**config.mk**
```make
export PLATFORM = sky130hd
export DESIGN_NAME = frame_readout
export DESIGN_NICKNAME = d
export VERILOG_FILES = /design/src/rtl/frame_readout.sv
export SDC_FILE = /design/constraint.sdc
export NUM_CORES = 1
export LEC_CHECK = 0
export CAP_MARGIN = 20
export CORE_ASPECT_RATIO = 1.4
export CORE_MARGIN = 10
export CORE_UTILIZATION = 30
export CTS_BUF_LIST = sky130_fd_sc_hd__clkbuf_8 sky130_fd_sc_hd__clkbuf_16
export CTS_CLUSTER_DIAMETER = 40
export DETAILED_ROUTE_END_ITERATION = 10
export GPL_ROUTABILITY_DRIVEN = 1
export GPL_TIMING_DRIVEN = 0
export MAX_ROUTING_LAYER = met4
export SLEW_MARGIN = 20
export SYNTH_ARGS = -nofsm -noshare
export SYNTH_HDL_FRONTEND = slang
export SYNTH_SLANG_ARGS = --single-unit
```
**constraint.sdc**
```tcl
create_clock -name clock -period 5.5 [get_ports clock]
set_input_delay 1.375 -clock clock [delete_from_list [all_inputs] [get_ports clock]]
set_output_delay 1.375 -clock clock [all_outputs]
set_load 0.05 [all_outputs]
```
**src/rtl/frame_readout.sv**
```systemverilog
// Frame capture/snapshot buffer with addressed readout for the microcontroller bus.
// Only complete, correctly sized frames are committed from capture into the snapshot.
module frame_readout #(
    parameter int unsigned FRAME_BYTES = 12,
    parameter int unsigned ADDR_WIDTH  = 4
) (
    input  logic                  clock,
    input  logic                  reset_n,
    input  logic [7:0]            byte_data,
    input  logic                  byte_valid,
    input  logic                  frame_end,
    input  logic                  hold,
    input  logic                  read_ack,
    input  logic [ADDR_WIDTH-1:0] address,
    output logic [7:0]            parallel_out,
    output logic                  full,
    output logic                  overrun
);
    localparam int unsigned            PTR_W       = $clog2(FRAME_BYTES + 1);
    localparam logic [PTR_W-1:0]       PTR_FULL    = PTR_W'(FRAME_BYTES);
    localparam logic [ADDR_WIDTH-1:0]  STATUS_ADDR = ADDR_WIDTH'(FRAME_BYTES);

    typedef enum logic {COLLECT, PENDING} state_t;

    state_t           state;
    state_t           state_next;
    logic [7:0]       capture  [FRAME_BYTES];
    logic [7:0]       snapshot [FRAME_BYTES];
    logic [PTR_W-1:0] wr_ptr;
    logic [PTR_W-1:0] byte_count;
    logic             too_long;
    logic [4:0]       bad_count;
    logic             byte_accept;
    logic             byte_extra;
    logic             frame_bad;
    logic             commit;
    logic             set_overrun;
    logic [7:0]       rd_data;

    always_ff @(posedge clock or negedge reset_n) begin
        if (!reset_n) begin
            state <= COLLECT;
        end else begin
            state <= state_next;
        end
    end

    always_comb begin
        state_next  = state;
        byte_accept = 1'b0;
        byte_extra  = 1'b0;
        byte_count  = wr_ptr;
        frame_bad   = 1'b0;
        commit      = 1'b0;
        set_overrun = 1'b0;
        case (state)
            COLLECT: begin
                byte_accept = byte_valid && (wr_ptr < PTR_FULL);
                byte_extra  = byte_valid && (wr_ptr == PTR_FULL);
                byte_count  = wr_ptr + PTR_W'(byte_accept);
                if (frame_end) begin
                    // A dropped same-cycle byte leaves byte_count at FRAME_BYTES, so it must be excluded here.
                    if (!too_long && !byte_extra && (byte_count == PTR_FULL)) begin
                        if (hold) begin
                            state_next = PENDING;
                        end else begin
                            commit = 1'b1;
                        end
                    end else begin
                        frame_bad = 1'b1;
                    end
                end
            end
            PENDING: begin
                if (!hold) begin
                    commit     = 1'b1;
                    state_next = COLLECT;
                end
                if (byte_valid || frame_end) begin
                    set_overrun = 1'b1;
                end
            end
            default: ;
        endcase
        if (commit && full && !read_ack) begin
            set_overrun = 1'b1;
        end
    end

    always_ff @(posedge clock or negedge reset_n) begin
        if (!reset_n) begin
            wr_ptr    <= '0;
            too_long  <= 1'b0;
            bad_count <= '0;
            for (int unsigned i = 0; i < FRAME_BYTES; i++) begin
                capture[i] <= '0;
            end
        end else begin
            if (state == COLLECT) begin
                if (frame_end) begin
                    wr_ptr   <= '0;
                    too_long <= 1'b0;
                end else begin
                    if (byte_accept) begin
                        wr_ptr <= wr_ptr + 1'b1;
                    end
                    if (byte_extra) begin
                        too_long <= 1'b1;
                    end
                end
            end
            if (byte_accept) begin
                capture[wr_ptr] <= byte_data;
            end
            if (frame_bad && (bad_count != 5'd31)) begin
                bad_count <= bad_count + 5'd1;
            end
        end
    end

    // Commit uses the capture contents as they will be after this edge, so a final byte
    // arriving together with frame_end lands in the snapshot in the same cycle.
    always_ff @(posedge clock or negedge reset_n) begin
        if (!reset_n) begin
            for (int unsigned i = 0; i < FRAME_BYTES; i++) begin
                snapshot[i] <= '0;
            end
        end else if (commit) begin
            for (int unsigned i = 0; i < FRAME_BYTES; i++) begin
                snapshot[i] <= (byte_accept && (wr_ptr == PTR_W'(i))) ? byte_data : capture[i];
            end
        end
    end

    always_ff @(posedge clock or negedge reset_n) begin
        if (!reset_n) begin
            full    <= 1'b0;
            overrun <= 1'b0;
        end else begin
            if (commit) begin
                full <= 1'b1;
            end else if (read_ack) begin
                full <= 1'b0;
            end
            if (set_overrun) begin
                overrun <= 1'b1;
            end else if (read_ack) begin
                overrun <= 1'b0;
            end
        end
    end

    always_comb begin
        rd_data = '0;
        if (address == STATUS_ADDR) begin
            rd_data = {full, overrun, (state == PENDING), bad_count};
        end else begin
            for (int unsigned i = 0; i < FRAME_BYTES; i++) begin
                if (address == ADDR_WIDTH'(i)) begin
                    rd_data = snapshot[i];
                end
            end
        end
    end

    always_ff @(posedge clock or negedge reset_n) begin
        if (!reset_n) begin
            parallel_out <= '0;
        end else begin
            parallel_out <= rd_data;
        end
    end

endmodule

```
[Yosys cells after proc, flatten, opt, wreduce, memory -nomap -nowiden]
Cells that the tools add are included.
Word-level totals
  output and inout bits: 10
  register bits after elaboration: 213
  bits of input ports: 18
  word-level logic and storage cells: 148
Operators by class
  $lt $le $gt $ge: 3
  equality and inequality tests: 26
  add/sub/neg operators: 3
  reduce and logical (&&, ||, !) cells: 32
  muxes and demuxes: 51
  bitwise operators: 2
Operator list (number)
  $mux W8: 26
  $bwmux W96: 1
  $eq A4 B4 Y1 const B: 11
  $demux W8 S4: 1
  $eq A4 B3 Y1 const B: 8
  $logic_and A1 B1 Y1: 20
  $mux W1: 19
  $eq A4 B2 Y1 const B: 4
  $eq A4 B1 Y1 const B: 2
  $logic_not A4 Y1: 2
  $mux W4: 2
  $reduce_bool A2 Y1: 4
  $add A5 B1 Y5 const B: 1
  $ge A5 B5 Y1 const B: 1
  $lt A5 B1 Y1 const B: 1
  $ne A5 B5 Y1 const B: 1
  $not A4 Y5: 1
  $add A4 B1 Y4: 1
  $add A4 B1 Y4 const B: 1
  $lt A4 B4 Y1 const B: 1
  $pmux W1 S2: 2
  $reduce_and A2 Y1: 2
  $logic_not A1 Y1: 3
  $logic_or A1 B1 Y1: 1
  $not A1 Y1: 1

[Depth between registers and ports, before layout]
Gate-level depths: netlist of run 1.
  depth in word-level cells: 14
  mapped depth: 11
  mapped depth without buffers: 8

[Worst setup path before layout of run 1]
No wires, ideal clock.
  path type: in2reg
  start point: input byte_valid
  end point: register snapshot[29] (netlist name)
  stages on the path: 10
  library setup time: 125 ps
  slack: 2127 ps
  data required time: 5375 ps
  buffers on the path: 2
  arrival time: 3248 ps
  path through: a21bo_2 -> inv_1 -> ha_1 -> ha_1 -> nor3_1 -> nand4_1 -> o22ai_2 -> buf_6 -> buf_6 -> mux2_4
Between the ends
  longest elaborated chain between the ends: 7
  elaborated cells on any way between the ends: 13
  those cells by class: add/sub: 1; eq/ne: 1; mux: 5; reduce/logical: 6
Ends and longest elaborated chain
  from (decl): line 10  | input logic byte_valid,
  $logic_and A1 B1 Y1, on equally long branches: line 58, 59
  $add A4 B1 Y4 or $logic_not A1 Y1 (tied branches): line 60, 63
  $eq A4 B4 Y1 or $logic_and A1 B1 Y1 (tied branches): line 63  | if (!too_long && !byte_extra && (byte_count == PTR_FULL)) begin
  $logic_and A1 B1 Y1: line 63
  $mux W1: line 63
  $mux W1: line 61  | if (frame_end) begin
  $pmux W1 S2: line 56  | case (state)
  to (signal, indexed assignment): line 130  | snapshot[i] <= (byte_accept && (wr_ptr == PTR_W'(i))) ? byte_data : capture[i];
  to (decl): line 28  | logic [7:0] snapshot [FRAME_BYTES];
Parallel ways exist; a longest one is shown, timed or not.
A chain may end at the register's enable or synchronous reset.

[Worst setup path in the final report of run 1]
  start point: input byte_valid
  end point: register snapshot[17] (netlist name)
Same word-level chain as after synthesis.

==> results of run 1 <==
==> report_power, final <==
part	switching [W]	internal (W)
clock	0.000623	0.000910
sequential	0.0000471	0.00168
combinational	0.000188	0.000157
total	0.000857	0.00274
==> routing by layer <==
metal  routed length (um)  up-vias
li1                     -     2511
met1                 9071     2865
met2                12000       97
met3                  861       34
met4                  500        0
met5                    0        -
==> sequential cells by signal, indices dropped and copies added, names as in the netlist <==
register / flops
snapshot: 96
state: 1
too_long: 1
overrun: 1
capture: 96
wr_ptr: 4
full: 1
parallel_out: 8
bad_count: 5
==> placed cells by master (no fill, tap or decap), types with 10 or more instances in the layout <==
cell type        instances
dfrtp_1                213
mux2_2                 165
nor2_1                  33
mux2_4                  29
clkbuf_16               25
clkdlybuf4s50_1         25
inv_1                   19
clkbuf_1                18
o21ai_0                 16
mux2i_1                 13
a21oi_1                 12
nand2_2                 12
buf_2                   11
a221o_1                 10
==> critical path: cells and delay by family <==
family | cells | cell delay [ns]
AND/OR/NAND/NOR | 2 | 0.37
buffers and inverters | 3 | 1.10
adder cells (fa/ha/maj) | 2 | 0.39
AO/OA/AOI/OAI | 2 | 0.62
multiplexers | 1 | 0.38
==> worst paths after layout <==
kind | slack, ns | endpoint
min reg2reg | 0.49 | capture[28]
max | 1.64 | snapshot[17]
max reg2reg | 2.67 | snapshot[17]
min | 0.49 | capture[28]
min in group asynchronous | 0.75 | wr_ptr[0]
max in group asynchronous | 3.56 | capture[16]
==> kinds of logic (layout without fill, tap and decap cells) <==
logic type / count (synthesis) / count (layout)
AND/OR/NAND/NOR: 84 / 84
adder cells (fa/ha/maj): 8 / 8
multiplexers: 216 / 216
buffers and inverters: 51 / 121
XOR/XNOR: 6 / 6
flip-flops: 213 / 213
AO/OA/AOI/OAI: 82 / 82
==> final cells by class <==
cell class | instances | area [sq um]
Fill cell | 3047 | 20340
Sequential cell | 213 | 5330
Multi-Input combinational cell | 396 | 3887
Clock buffer | 28 | 666.9
Tap cell | 395 | 494.2
Timing Repair Buffer | 28 | 320.3
Buffer | 39 | 220.2
Clock inverter | 14 | 102.6
Inverter | 12 | 45.04
==> stage by stage <==
step	cells	util, %	setup TNS, ns	total power, W
final	1125	35.24	0	0.003602
after floorplan	660	-	0	0.001962
after CTS	1125	35.24	0	0.003657
after global placement	1081	32.60	-1234.47	0.002088
after detailed placement	1083	32.79	0	0.002103
after global routing	1125	35.24	0	0.003754
==> flow_summary.ini, run 1 <==
[outcome]
status = finished clean

[global_route]
grt_util_met3_pct = 1.947
grt_use_total_pct = 11.83
grt_pass1_vias = 5951
grt_busiest_layer = met2
use_met2_pct = 20.99
overflow = 0
grt_max_degree = 103
use_met1_pct = 13.34
antenna_found_initial = 0
grt_pass1_wl_mm = 35.23

[pwr]
power_density_nw_per_um2 = 325.5
leakagePower_nw = 5.227
irDropWorstVdd_mv = 0.2035

[detailed_routing]
drt-initial-drc-count = 248
avgRoutedWirePerCell_um = 19.94
routed_wl_mm = 22.43
vias_per_cell = 4.895
drc_errors = 0
num_vias = 5507
ant_nets = 0
drtPass1Iterations = 4

[yosys]
synthAdderAreaFrac_pct = 1.056
syn_inst = 660
synth_top_family_by_area = multiplexers
synth_compound_area_share_pct = 6.228
ys_ff_latch = 213
synth_edf_count = 0
synth_nets = 686
synth_xor_area_share_pct = 0.7521
netlist_top_cells_count = dfrtp_1 (213), mux2_2 (165), nor2_1 (33)
syn_avg_cell_area_sq_um = 14.37
async_flop_share_pct = 100.0
synthDistinctLibCells = 59
synth_top_area_cell = dfrtp_1
synthFlopType = dfrtp_1
yosysSeqAreaShare_pct = 56.21
synth_area_leaders = dfrtp_1 (56%), mux2_2 (20%), mux2_4 (4.6%), mux4_2 (1.7%), mux2i_1 (1.4%)
yosysTopAreaCellShare_pct = 56.21
synth_area_sq_um = 9483
synthMuxAreaShare_pct = 27.77
synth-simple-area-share_pct = 5.185
yosys_warnings = 0
yosysMostFrequentCell = dfrtp_1

[worst_setup_path]
cp_data_required_time_ns = 5.89
reg2reg_from = wr_ptr[3]
critPathLaunch = byte_valid
start_kind = input pin
reg2reg_depth = 9
cpMostUsedCell = ha_1
cp_max_fo = 10
max_stage_delay_ns = 0.62
cp-end-kind = flip-flop
crit_chain = clkdlybuf4s50_1 -> a21bo_2 -> inv_1 -> ha_1 -> ha_1 -> nor3_1 -> nand4_1 -> o22ai_2 -> buf_2 -> mux2_2
path_class = in -> reg
cpMaxStageDelayCell = clkdlybuf4s50_1
cp_data_arrival_time_ns = 4.24

[sta]
tightest_slew_ns = 0.7018
whs_ns = 0.4886
post-route-period-util_pct = 70.12
fmax_mhz = 259.3
clock_skew_ns = 0.01138
setup_viol = 0
fin_crit_ns = 3.856
setup_ws_ns = 1.644
maxSlewViolCount = 0
finalHoldViolations = 0
rsz0062_at_grt = no
slew_headroom_pct = 53.22

[cts]
clk_pin_slew_worst_paths_ns = 0.05
postCtsSetupBuffers = 0
hold_buffers = 0
cts_tree = yes
cts_made_buffers = 24
htree_levels = 1
cts_sinks = 213
cts_root_buf = clkbuf_16
ctsResizeCount = 0
cts.path.max_buffers = 3
clkLatencyLatePin_ns = 0.51

[floorplan]
start_util_pct = 30.19
die_x_um = 170.3
io_pins = 28
fp.dieH_um = 230.4
row_count = 77
core_sq_um = 31410
die_area_sq_um = 39220

[cells_and_area]
final_cell_area_sq_um = 11070
area_growth_pct = 16.70
drive_gt1_share_pct = 38.63
num_antenna_cells = 0
finalNetCount = 740

[place]
gp_congestion = 0.8124
dp_slack_ns = 1.147
placed_cell_area_sq_um = 10300
io_buffers = 26
post-dp-hpwl_mm = 16.05

[worst_hold_path]
min-delay-start = capture[28]
hold_path.class = reg -> reg
min_delay_path_depth = 1

[flow_run]
maxCapViolations = 0
Power figures use the tool's default switching activity.
==> run 2: changes to the inputs <==
==> constraint.sdc (replaced) <==
create_clock -name clock -period 3.74 [get_ports clock]
set_input_delay 0.935 -clock clock [delete_from_list [all_inputs] [get_ports clock]]
set_output_delay 0.935 -clock clock [all_outputs]
set_load 0.05 [all_outputs]
==> results of run 2 <==
Same layout as run 1 (identical final DEF). Status: finished clean.
Among the figures that moved: setup slack after placement 1.147 ns -> -0.1726 ns; clock-pin slew on the worst setup and hold paths 0.05 ns -> 0.06 ns; setup slack after layout 1.644 ns -> 0.3236 ns; hold slack 0.4886 ns -> 0.3129 ns; register-to-register setup slack 2.67 ns -> 0.91 ns; total power 0.003602 W -> 0.005297 W; worst IR drop on VDD 0.2035 mV -> 0.2992 mV
==> run 3: changes to the inputs <==
--- a/config.mk
+++ b/config.mk
@@ -10,7 +10,6 @@
 export CORE_MARGIN = 10
 export CORE_UTILIZATION = 30
 export CTS_BUF_LIST = sky130_fd_sc_hd__clkbuf_8 sky130_fd_sc_hd__clkbuf_16
-export CTS_CLUSTER_DIAMETER = 40
 export DETAILED_ROUTE_END_ITERATION = 10
 export GPL_ROUTABILITY_DRIVEN = 1
 export GPL_TIMING_DRIVEN = 0
==> run 3 against run 2 <==
Effect of this change:
- final cell count is 0.80% lower
- setup slack worse by 0.045 ns
- maximum frequency is 1.3% lower
- sequential cell count unchanged
- largest cell class unchanged
- highest routed layer unchanged
==> flow_summary.ini, run 3 (synthesized netlist as in run 1, its figures left out) <==
[sta]
rsz0062_at_grt = no
tightest_slew_ns = 0.7008
setup_ws_ns = 0.2788
fin_crit_ns = 3.461
slew_headroom_pct = 53.28
finalHoldViolations = 0
post-route-period-util_pct = 92.55
setup_viol = 0
clock_skew_ns = 0.01152
fmax_mhz = 288.9
maxSlewViolCount = 0

[cells_and_area]
area_growth_pct = 15.38
layout_commonest_cell = dfrtp_1
num_antenna_cells = 0
finalNetCount = 738
largestRegisters = capture x96, snapshot x96, parallel_out x8
final_cell_mix = dfrtp_1 (213), mux2_2 (165), nor2_1 (33), mux2_4 (29), clkdlybuf4s50_1 (25)
drive_gt1_share_pct = 38.14
n_fill_cell = 3050

[worst_setup_path]
max_stage_delay_ns = 0.63
cpMaxStageDelayCell = clkdlybuf4s50_1
cp_data_required_time_ns = 4.13
cp_top_family = buffers and inverters
cp_num_buf_inv = 3
cpMostUsedCell = ha_1
path_class = in -> reg
start_kind = input pin
r2r_slack_ns = 0.89
crit_chain = clkdlybuf4s50_1 -> a21bo_2 -> inv_1 -> ha_1 -> ha_1 -> nor3_1 -> nand4_1 -> o22ai_2 -> buf_2 -> mux2_2
cp_data_arrival_time_ns = 3.85
cp-end-kind = flip-flop
reg2reg_depth = 9
rr_endpoint = snapshot[16]
reg2reg_from = wr_ptr[3]
cp_max_fo = 10

[global_route]
grt_pass1_vias = 5944
antenna_found_initial = 0
grt_max_degree = 103
grt_use_total_pct = 11.85
overflow = 0
grt_pass1_wl_mm = 35.21

[outcome]
status = finished clean

[cts]
cts_sinks = 213
cts_root_buf = clkbuf_16
postCtsSetupBuffers = 0
cts_made_buffers = 22
clkLatencyLatePin_ns = 0.51
cts_tree = yes
htree_levels = 1
hold_buffers = 0
clk_pin_slew_worst_paths_ns = 0.06
cts.path.max_buffers = 3
ctsResizeCount = 0

[detailed_routing]
vias_per_cell = 4.918
routed_wl_mm = 22.45
avgRoutedWirePerCell_um = 20.12
drtPass1Iterations = 4
ant_nets = 0
drc_errors = 0
num_vias = 5489
drt-initial-drc-count = 301

[pwr]
power_density_nw_per_um2 = 461.3
combPwrFrac_pct = 10.1
irDropWorstVdd_mv = 0.2810
power_frac_clock_pct = 39.7
switching_share_pct = 23.72
leakagePower_nw = 5.164
p_seq_share_pct = 50.3
total_power_w = 0.005047
p_int_w = 0.003850
p_sw_w = 0.001197

[worst_hold_path]
hold_path.class = in -> async

[floorplan]
row_count = 77
die_area_sq_um = 39220
start_util_pct = 30.19
fp.dieH_um = 230.4
io_pins = 28
die_x_um = 170.3
core_sq_um = 31410

[place]
gp_congestion = 0.8124
post-dp-hpwl_mm = 16.05
io_buffers = 26
dp_slack_ns = -0.1726

[flow_run]
maxCapViolations = 0
==> run 3: changes by cell type in the layout (fill, tap and decap cells not counted) <==
cell | before | now
clkinv_4 | 3 | 0
clkbuf_16 | 25 | 23
inv_1 | 19 | 17
bufinv_16 | 1 | 0
clkinv_2 | 0 | 1
clkinvlp_4 | 1 | 0
inv_6 | 1 | 0
==> run 3: layer usage <==
layer / vias to the layer above / GRT usage (%) / wire length [um]
li1: 2492 / - / -
met1: 2878 / 13.41 / 9221
met2: 84 / 21.00 / 11870
met3: 35 / 1.793 / 785
met4: 0 / 3.710 / 575
met5: - / - / 0
==> run 3: layout make-up <==
class	instances	area, sq um	area share, %
buffer	39	220.2	2.013
clock buffer	26	616.8	5.638
clock inverter	7	27.53	0.2516
inverter	12	45.04	0.4117
multi-input combinational	396	3887	35.53
sequential	213	5330	48.71
tap	395	494.2	4.517
timing repair buffer	28	320.3	2.927
==> run 3: stage by stage <==
step                      utilization (%)  hold WS (ns)  setup TNS (ns)  std cells  cell area (sq um)
after floorplan                         -        0.4612               0        660               9483
after global placement              32.60        0.4733        -1525.06       1081              10240
after detailed placement            32.79        0.4779          -10.85       1083              10300
after CTS                           34.84        0.3252               0       1116              10940
after global routing                34.84        0.3470               0       1116              10940
final                               34.84        0.3229               0       1116              10940
==> run 3: worst max path at each step <==
stage,start,end,cells past startpoint
after floorplan,byte_valid,snapshot[29],10
after detailed placement,byte_valid,snapshot[12],10
after CTS,byte_valid,snapshot[16],10
after global routing,byte_valid,snapshot[8],10
final,byte_valid,snapshot[16],10
after global placement,reset_n,capture[72],1
==> run 3: power by group through the flow <==
stage                     combinational [W]  clock, W  sequential [W]
final                              0.000508   0.00200         0.00254
after global routing               0.000561   0.00214         0.00255
after floorplan                    0.000308         0         0.00258
after detailed placement           0.000513         0         0.00258
after global placement             0.000491         0         0.00258
after CTS                          0.000515   0.00206         0.00254
